## config.mk

```make
export PLATFORM = sky130hd
export DESIGN_NAME = reg_op_sequencer
export DESIGN_NICKNAME = d
export VERILOG_FILES = /design/src/rtl/reg_op_pkg.sv /design/src/rtl/reg_op_sequencer.sv
export SDC_FILE = /design/constraint.sdc
export NUM_CORES = 1
export LEC_CHECK = 0
export BUFFER_PORTS_ARGS = -buffer_cell sky130_fd_sc_hd__buf_2
export CORE_MARGIN = 2
export CORE_UTILIZATION = 30
export DETAILED_ROUTE_END_ITERATION = 12
export PLACE_DENSITY = 0.54
export SLEW_MARGIN = 20
export SYNTH_ARGS = -nofsm -noshare
export SYNTH_HDL_FRONTEND = slang
export SYNTH_SLANG_ARGS = --single-unit
```

## constraint.sdc

```tcl
create_clock -name clk -period 3.5 [get_ports clk]
set_clock_uncertainty 0.1 [all_clocks]
set_input_delay 0.175 -clock clk [delete_from_list [all_inputs] [get_ports clk]]
set_output_delay 0.175 -clock clk [all_outputs]
set_load 0.01 [all_outputs]
```

## src/rtl/reg_op_pkg.sv

```systemverilog
// Shared definitions for the funsel/e register-operation sequencer.
package reg_op_pkg;

    // Command op codes; identical to the downstream funsel encoding.
    typedef enum logic [1:0] {
        OP_CLEAR = 2'b00,
        OP_LOAD  = 2'b01,
        OP_DEC   = 2'b10,
        OP_INC   = 2'b11
    } op_e;

    typedef enum logic [1:0] {
        IDLE  = 2'b00,
        SETUP = 2'b01,
        PULSE = 2'b10,
        HOLD  = 2'b11
    } state_e;

    // Increment/decrement ops take their pulse count from cmd_count.
    function automatic logic is_step_op(input op_e op);
        return (op == OP_INC) || (op == OP_DEC);
    endfunction

endpackage

```

## src/rtl/reg_op_sequencer.sv

```systemverilog
// Sequences funsel/i/e for a downstream register, one command at a time,
// and keeps a shadow copy of the value the register should hold.
module reg_op_sequencer
    import reg_op_pkg::*;
#(
    parameter int unsigned NBits   = 16,
    parameter int unsigned CntBits = 8
) (
    input  logic               clk,
    input  logic               rst_n,
    input  logic               cmd_valid,
    output logic               cmd_ready,
    input  logic [1:0]         cmd_op,
    input  logic [NBits-1:0]   cmd_data,
    input  logic [CntBits-1:0] cmd_count,
    output logic [1:0]         funsel,
    output logic               e,
    output logic [NBits-1:0]   i,
    output logic               busy,
    output logic               done,
    output logic [NBits-1:0]   shadow
);

    state_e               state_q, state_d;
    op_e                  op_q, op_d;
    logic [CntBits-1:0]   steps_q, steps_d;
    logic [NBits-1:0]     i_q, i_d;
    logic [NBits-1:0]     shadow_q, shadow_d;
    logic                 zero_steps;

    // funsel and i are registered at accept, so they settle a full cycle
    // (SETUP) before e rises and stay put until the next accept.
    assign zero_steps = is_step_op(op_q) && (steps_q == '0);

    // State and datapath registers.
    always_ff @(posedge clk or negedge rst_n) begin
        if (!rst_n) begin
            state_q  <= IDLE;
            op_q     <= OP_CLEAR;
            steps_q  <= '0;
            i_q      <= '0;
            shadow_q <= '0;
        end else begin
            state_q  <= state_d;
            op_q     <= op_d;
            steps_q  <= steps_d;
            i_q      <= i_d;
            shadow_q <= shadow_d;
        end
    end

    // Next-state and datapath update.
    always_comb begin
        state_d  = state_q;
        op_d     = op_q;
        steps_d  = steps_q;
        i_d      = i_q;
        shadow_d = shadow_q;
        unique case (state_q)
            IDLE: begin
                if (cmd_valid) begin
                    op_d = op_e'(cmd_op);
                    if (op_e'(cmd_op) == OP_LOAD) begin
                        i_d = cmd_data;
                    end
                    // Clear/load are a single pulse; reuse the step counter.
                    steps_d = is_step_op(op_e'(cmd_op)) ? cmd_count : CntBits'(1);
                    state_d = SETUP;
                end
            end
            SETUP: begin
                state_d = zero_steps ? IDLE : PULSE;
            end
            PULSE: begin
                unique case (op_q)
                    OP_CLEAR: shadow_d = '0;
                    OP_LOAD:  shadow_d = i_q;
                    OP_DEC:   shadow_d = shadow_q - NBits'(1);
                    OP_INC:   shadow_d = shadow_q + NBits'(1);
                endcase
                state_d = HOLD;
            end
            HOLD: begin
                steps_d = steps_q - CntBits'(1);
                state_d = (steps_q == CntBits'(1)) ? IDLE : PULSE;
            end
        endcase
    end

    // Output decode from the registered state.
    always_comb begin
        cmd_ready = (state_q == IDLE);
        busy      = (state_q != IDLE);
        e         = (state_q == PULSE);
        done      = ((state_q == SETUP) && zero_steps) ||
                    ((state_q == HOLD) && (steps_q == CntBits'(1)));
        funsel    = op_q;
        i         = i_q;
        shadow    = shadow_q;
    end

endmodule

```

---- Yosys cells after proc, flatten, opt, wreduce, memory -nomap -nowiden ----
Index checks and enable logic that the tools add are counted.
Widths: inputs -> output; s select.
word-level totals
  bits in registers ....................... 44
  input bits .............................. 29
  output and inout port bits .............. 38
  logic and storage cells ................. 41
operators by class
  add/subtract/negate cells ............... 3
  equality and inequality tests ........... 11
  multiplexer cells ....................... 8
  reduce and logical (&&, ||, !) cells .... 14
operators with widths
  operator               count
  $pmux 16 s4            1
  $add 16x1->16 const B  1
  $mux 8                 2
  $pmux 8 s2             1
  $sub 16x1->16 const B  1
  $eq 2x2->1 const B     6
  $eq 8x1->1 const B     1
  $logic_not 8->1        1
  $pmux 2 s4             1
  $sub 8x1->8 const B    1
  $eq 2x1->1 const B     3
  $mux 2                 3
  $logic_not 2->1        2
  $reduce_and 2->1       2
  $reduce_bool 2->1      2
  $logic_and 1x1->1      3
  $logic_or 1x1->1       3
  $reduce_and 3->1       1
  $ne 2x2->1 const B     1

---- Logic depth before layout (Yosys ltp) ----
Gate-level depths: netlist of the first run.
  depth after elaboration ................. 5
  mapped depth ............................ 8
  gate-level depth less buffers ........... 8

---- Worst setup path before layout of the first run ----
Ideal clock, no wire load.
  path type ............................... register to register
  start point ............................. reg op_q[1] (netlist: funsel[1])
  end point ............................... reg shadow_q[15] (netlist: shadow[15])
  library setup time ...................... 0.127 ns
  arrival ................................. 2.309 ns
  required time ........................... 3.273 ns
  path slack .............................. 0.964 ns
  cell stages (with the launch flop) ...... 9
  buffers on the path ..................... 0
  clock period less this slack ............ 2.536 ns
  path through ............................ dfrtp_1 nand2_1 ha_1 nand2_2 or4_4 a211oi_2 nor3_1 xnor2_1 o21ai_1
on the way
  longest elaborated chain between the ends .. 2
  elaborated cells on any way between the ends .. 5
  classes of those cells .................. eq/ne: 3; mux: 1; reduce/logical: 1
RTL lines
  item                                line                    RTL
  start, declared                     reg_op_sequencer.sv:25  op_e op_q, op_d;
  start signal, assigned              reg_op_sequencer.sv:45  op_q <= op_d;
  $eq 2x2->1 (tied with other cells)  reg_op_sequencer.sv:75  unique case (op_q)
  $pmux 16 s4 (*)                     reg_op_sequencer.sv:75
  end signal, assigned                reg_op_sequencer.sv:48  shadow_q <= shadow_d;
  end, declared                       reg_op_sequencer.sv:28  logic [NBits-1:0] shadow_q, shadow_d;
Mark *: on every way between the ends. The rest lies on a longest branch, timed or not.
A chain may end at the register's enable or synchronous reset.

---- Final worst setup path of the first run ----
Same ends and word-level chain as after synthesis.

==> key figures, run 1 <==
Synthesis
  • Post-synth top cells: 44 x dfrtp_1, 23 x nor2_1, 21 x a21oi_1
  • Mapped cell area: 2640 sq um
  • Synth area leaders: dfrtp_1 42%, ha_1 8.5%, mux2_2 7.3%, a21oi_1 4.0%, nor2_1 3.3%
  • Top FF cell, synth: dfrtp_1
  • YS warnings: 0
  • Biggest area consumer among synthesized cells: dfrtp_1
  • Most frequent cell after synthesis: dfrtp_1
  • Post-synth ARST share: 1.00
  • Syn_nets: 311
  • Synth Register Bits: 44
  • Post-synth EDFFs: 0
  • Synth top area share: 0.417
  • Distinct cells, synth: 52
  • Synth Instances: 263
  • Avg Cell Area, Syn: 10.0 sq um
  • Sequential area share after synthesis: 0.417

Worst setup path
  • Critical Path Max Stage Delay: 640 ps
  • Worst-path maximum fanout: 14
  • Crit-path slowest cell: dfrtp_1
  • Crit Path Class: flip-flop to flip-flop
  • Critical path endpoint category: flip-flop
  • Crit start category: flip-flop
  • CP Data Arrival Time: 3150 ps
  • Critical Path, Cell by Cell: nand2_1 > buf_4 > ha_1 > nand2_2 > or4_4 > a211oi_2 > nor3_1 > xnor2_1 > o21ai_1
  • Worst Path Required: 3590 ps

STA
  • RSZ-0062 raised after global routing: false
  • Minimum clock period: 3060 ps
  • Final hold vios: 0
  • Actual slew at the worst max-slew pin: 664 ps
  • Setup TNS Final: 0 ps
  • Highest clock rate: 327 MHz
  • Final cycle utilization of the critical path: 0.874
  • # setup viols final: 0
  • Worst Setup Slack, final: 440 ps
  • Final slew viol count: 0
  • Worst slew margin: 0.556

Finish
  • Non-filler cells, final: 460
  • Final core occ: 0.393
  • # fillers: 864
  • Antenna Diode Count: 0
  • Nets: 399
  • Area Overhead vs Synth: 28.8%
  • Area of the multi-input gates: 1470 sq um
  • Fraction of layout cells with a size suffix above 1: 0.295
  • Area occupied by registers: 1100 sq um

GRT
  • Overflow after GRT: 0
  • Largest net degree at the start of global routing: 45
  • First-pass GRT wire length: 11200 microns
  • Initial antenna violation count: 0
  • Total global-route track usage: 0.144
  • Vias in the first global route: 2229

Power and ir drop
  • LEAKAGE: 1.65 nW
  • Max VDD drop: 288 uV
  • Tot Pwr: 3.18 mW
  • Power density cells: 935 nW/um^2

Placed design
  • Placed Cells: 430
  • DP HPWL: 4840 microns
  • Placer congestion estimate: 0.825
  • Port buffer count: 66
  • Post-Place Setup Slack: 459 ps

Routing
  • Routed vias/inst: 4.99
  • Initial DRC count: 102
  • Routed Antenna Nets: 0
  • Total length of routed wires: 6760 microns
  • Wire per inst: 14.7 microns
  • Vias: 2297
  • DR pass1 iterations: 4
  • Post-route DRC: 0

Clock tree
  • Post_cts resized: 0
  • Clock Pin Slew Worst Setup and Hold Paths: 100 ps
  • CTS buffer count: 5
  • CTS H-tree lvls: 2
  • Sink Count: 44
  • TritonCTS clock tree: done
  • Root buffer cell: clkbuf_8
  • Worst-skew pair later-pin latency: 310 ps
  • CTS Buffer Depth: 2

Status
  • Status: complete, no violations

Hold path
  • Hold WC Path Type: input pin to flip-flop

Die
  • Die Y: 97.8 microns
  • Die area: 9560 sq um
  • Starting Density: 0.305
  • Row count: 34
  • Top Ports: 67
  • Die width: 97.8 microns
  • Core area: 8640 sq um

Run
  • Max cap viols: 0
## cell families (layout without fill, tap and decap cells)
family / Yosys count / count (layout) / synth area share
AO/OA/AOI/OAI: 74 / 74 / 0.190
XOR/XNOR: 16 / 16 / 0.0531
adder cells (fa/ha/maj): 19 / 19 / 0.0930
buffers and inverters: 16 / 105 / 0.0251
flip-flops: 44 / 44 / 0.417
multiplexers: 17 / 17 / 0.0726
AND/OR/NAND/NOR: 77 / 77 / 0.149
## report_power, final
| group | internal [mW] | switching [mW] | total [mW] | leakage (nW) |
|---|---|---|---|---|
| registers | 0.707 | 0.211 | 0.918 | 0.565 |
| clock network | 0.142 | 0.192 | 0.333 | 0.0404 |
| logic | 0.857 | 1.07 | 1.93 | 1.05 |
| total | 1.71 | 1.47 | 3.18 | 1.65 |
## stage by stage
stage | hold slack [ps] | area [sq um]
after detailed placement | 293 | 3080
after global placement | 284 | 3080
after CTS | 2.94 | 3370
after floorplan | -221 | 2640
final | 9.25 | 3400
after global routing | 8.01 | 3400
## metal layers
layer,global-route usage,part of all wire,vias up,wire length [microns]
met2,0.236,0.47,52,3160
li1,-,-,1152,-
met1,0.194,0.48,1089,3270
met5,0,0,-,0
met3,0.0322,0.040,4,269
met4,0.0385,0.0087,0,59
## cell type report
| type | instances | area share |
|---|---|---|
| Timing Repair Buffer | 91 | 0.169 |
| Clock inverter | 3 | 0.00700 |
| Inverter | 6 | 0.00663 |
| Tap cell | 108 | 0.0398 |
| Clock buffer | 5 | 0.0203 |
| Multi-Input combinational cell | 203 | 0.433 |
| Sequential cell | 44 | 0.324 |
## timing repair
| item | 4_1_cts | 5_1_grt |
|---|---|---|
| endpoints found under the hold margin | 63 | 2 |
| hold buffers | 20 | 2 |
| buffers inserted | 0 | 0 |
## critical path, delay by kind of cell (launching register included)
family                   cells  cell delay [ps]
AND/OR/NAND/NOR              4             1090
adder cells (fa/ha/maj)      1              420
buffers and inverters        1              300
flip-flops                   1              640
AO/OA/AOI/OAI                2              230
XOR/XNOR                     1              150
## placed cells by master, fill, tap and decap left out, types with 6 or more instances in the layout
cell	count
nor2_1	23
dlygate4sd3_1	22
a221oi_1	7
ha_1	18
a21oi_1	21
inv_1	6
o21ai_0	10
xor2_1	9
xnor2_1	7
nand3_1	7
a21o_1	7
a22oi_1	6
mux2_2	17
buf_2	65
dfrtp_1	44
nand2_1	20
## sequential cells by signal (all words and copies together) (netlist names)
signal   flops
i           16
steps_q      8
funsel       2
state_q      2
shadow      16
## final timing paths
kind / from / to / slack (ps) / cells past startpoint
max reg2reg: funsel[1]$_DFFE_PN0P_ / shadow[15]$_DFFE_PN0P_ / 440 / 9
min reg2reg: i[15]$_DFFE_PN0P_ / i[15]$_DFFE_PN0P_ / 440 / 1
max: funsel[1]$_DFFE_PN0P_ / shadow[15]$_DFFE_PN0P_ / 440 / 9
min: cmd_data[8] / i[8]$_DFFE_PN0P_ / 9 / 2
min in group asynchronous: rst_n / i[9]$_DFFE_PN0P_ / 300 / 2
max in group asynchronous: rst_n / state_q[0]$_DFFE_PN0P_ / 2600 / 2
Note: power is estimated with default switching activity, not from simulation.
==> run 2, diff against run 1 <==
--- a/config.mk
+++ b/config.mk
@@ -10,6 +10,7 @@
 export CORE_UTILIZATION = 30
 export DETAILED_ROUTE_END_ITERATION = 12
 export PLACE_DENSITY = 0.54
+export RECOVER_POWER = 100
 export SLEW_MARGIN = 20
 export SYNTH_ARGS = -nofsm -noshare
 export SYNTH_HDL_FRONTEND = slang
==> key figures, run 2 (synthesis gave the netlist of run 1 again) <==
Routing
  • Wire per inst: 14.7 microns
  • DR pass1 iterations: 4
  • Initial DRC count: 97
  • Post-route DRC: 0
  • Routed Antenna Nets: 0
  • Total length of routed wires: 6780 microns
  • Routed vias/inst: 4.99
  • Vias: 2294

Finish
  • Area Overhead vs Synth: 25.8%
  • Design Area, Final: 3320 sq um
  • Antenna Diode Count: 0
  • Nets: 399
  • Fraction of layout cells with a size suffix above 1: 0.170
  • Commonest non-fill, non-tap cell in the layout: dfrtp_1
  • Most frequent cells in the layout: 44 x dfrtp_1, 40 x clkbuf_1, 27 x buf_2

GRT
  • Vias in the first global route: 2229
  • Largest net degree at the start of global routing: 45
  • First-pass GRT wire length: 11200 microns
  • Total global-route track usage: 0.144
  • Overflow after GRT: 0
  • Initial antenna violation count: 0

Worst setup path
  • CP Data Arrival Time: 3220 ps
  • Worst-path maximum fanout: 14
  • Crit start category: flip-flop
  • Worst Path Required: 3590 ps
  • Critical path endpoint category: flip-flop
  • Worst Reg2Reg Path Length in Cells: 9
  • Crit Path Class: flip-flop to flip-flop
  • Reg2reg start: funsel[1]$_DFFE_PN0P_
  • Reg-to-reg slack, setup: 370 ps
  • RR Endpoint: shadow[15]$_DFFE_PN0P_

Status
  • Status: finished, violations left
  • Failing checks: capacitance limit, slew limit

Die
  • Top Ports: 67
  • Die area: 9560 sq um
  • Row count: 34
  • Die Y: 97.8 microns
  • Starting Density: 0.305
  • Die width: 97.8 microns
  • Core area: 8640 sq um

Clock tree
  • TritonCTS clock tree: done
  • Clock Pin Slew Worst Setup and Hold Paths: 90 ps
  • Worst-skew pair later-pin latency: 300 ps
  • Root buffer cell: clkbuf_8
  • CTS buffer count: 5
  • Post_cts resized: 0
  • CTS H-tree lvls: 2
  • Post-CTS setup buffers: 0
  • Sink Count: 44
  • CTS Buffer Depth: 2

STA
  • Final hold vios: 0
  • Minimum clock period: 3130 ps
  • # setup viols final: 0
  • Final cycle utilization of the critical path: 0.893
  • Final slew viol count: 45
  • Highest clock rate: 320 MHz
  • Hold WS: 8.76 ps
  • Worst slew margin: -0.587
  • Actual slew at the worst max-slew pin: 2380 ps
  • Setup TNS Final: 0 ps
  • RSZ-0062 raised after global routing: false

Hold path
  • Hold WC Path Type: input pin to flip-flop
  • Hold endpoint: i[8]$_DFFE_PN0P_
  • Worst min-delay path startpoint: cmd_data[8]
  • Worst Hold Depth: 2

Power and ir drop
  • LEAKAGE: 1.49 nW
  • Max VDD drop: 290 uV
  • Power density cells: 938 nW/um^2

Run
  • Max cap viols: 1

Placed design
  • DP HPWL: 4840 microns
  • Port buffer count: 66
  • Placer congestion estimate: 0.825
  • Area after DPL: 3080 sq um
==> run 2: layout make-up <==
type	instances	area, sq um
Clock buffer	5	68.8
Clock inverter	3	23.8
Fill cell	897	5320
Inverter	6	22.5
Multi-Input combinational cell	203	1450
Sequential cell	44	1100
Tap cell	108	135
Timing Repair Buffer	91	518
==> run 2: layer usage <==
metal,part of all wire,GRT usage
met1,0.49,0.194
met2,0.47,0.236
met3,0.036,0.0322
met4,0.0086,0.0385
met5,0,0
==> run 2: what timing repair did <==
| action | in CTS | in global routing |
|---|---|---|
| hold buffers | 20 | 2 |
| endpoints found under the hold margin | 63 | 2 |
| endpoints found under the setup margin | 0 | 0 |
==> run 2: how the worst max path moves through the flow <==
stage                     startpoint                      to  slack [ps]  cells after the start
4_1_cts        funsel[1]$_DFFE_PN0P_  shadow[15]$_DFFE_PN0P_         430                      9
3_5_place_dp   funsel[1]$_DFFE_PN0P_  shadow[15]$_DFFE_PN0P_         460                      9
3_3_place_gp   funsel[1]$_DFFE_PN0P_  shadow[15]$_DFFE_PN0P_         530                      9
5_1_grt        funsel[1]$_DFFE_PN0P_  shadow[14]$_DFFE_PN0P_         130                      9
2_1_floorplan  funsel[1]$_DFFE_PN0P_  shadow[15]$_DFFE_PN0P_         960                      8
6_report       funsel[1]$_DFFE_PN0P_  shadow[15]$_DFFE_PN0P_         370                      9
==> run 2: per-stage QoR <==
stage,power (mW),setup WS [ps],cells,utilization
floorplan,2.33,964,263,-
global placement,2.85,533,430,0.357
detailed placement,2.84,459,430,0.357
CTS,3.21,432,458,0.391
global route,3.43,126,460,0.384
finish,3.11,374,460,0.384
==> run 2: critical path, cell delays in order, from the launching register on <==
cell and delay [ps]:
dfrtp_1 640, nand2_1 370, clkbuf_2 330, ha_1 470, nand2_2 100, or4_4 530
a211oi_2 160, nor3_1 90, xnor2_1 150, o21ai_1 70
==> run 2: where the power goes <==
part           leakage, nW  total (mW)  internal, mW  switching (mW)
Sequential           0.565       0.918         0.707           0.211
Clock               0.0404       0.333         0.142           0.191
Combinational        0.882        1.86         0.800            1.06
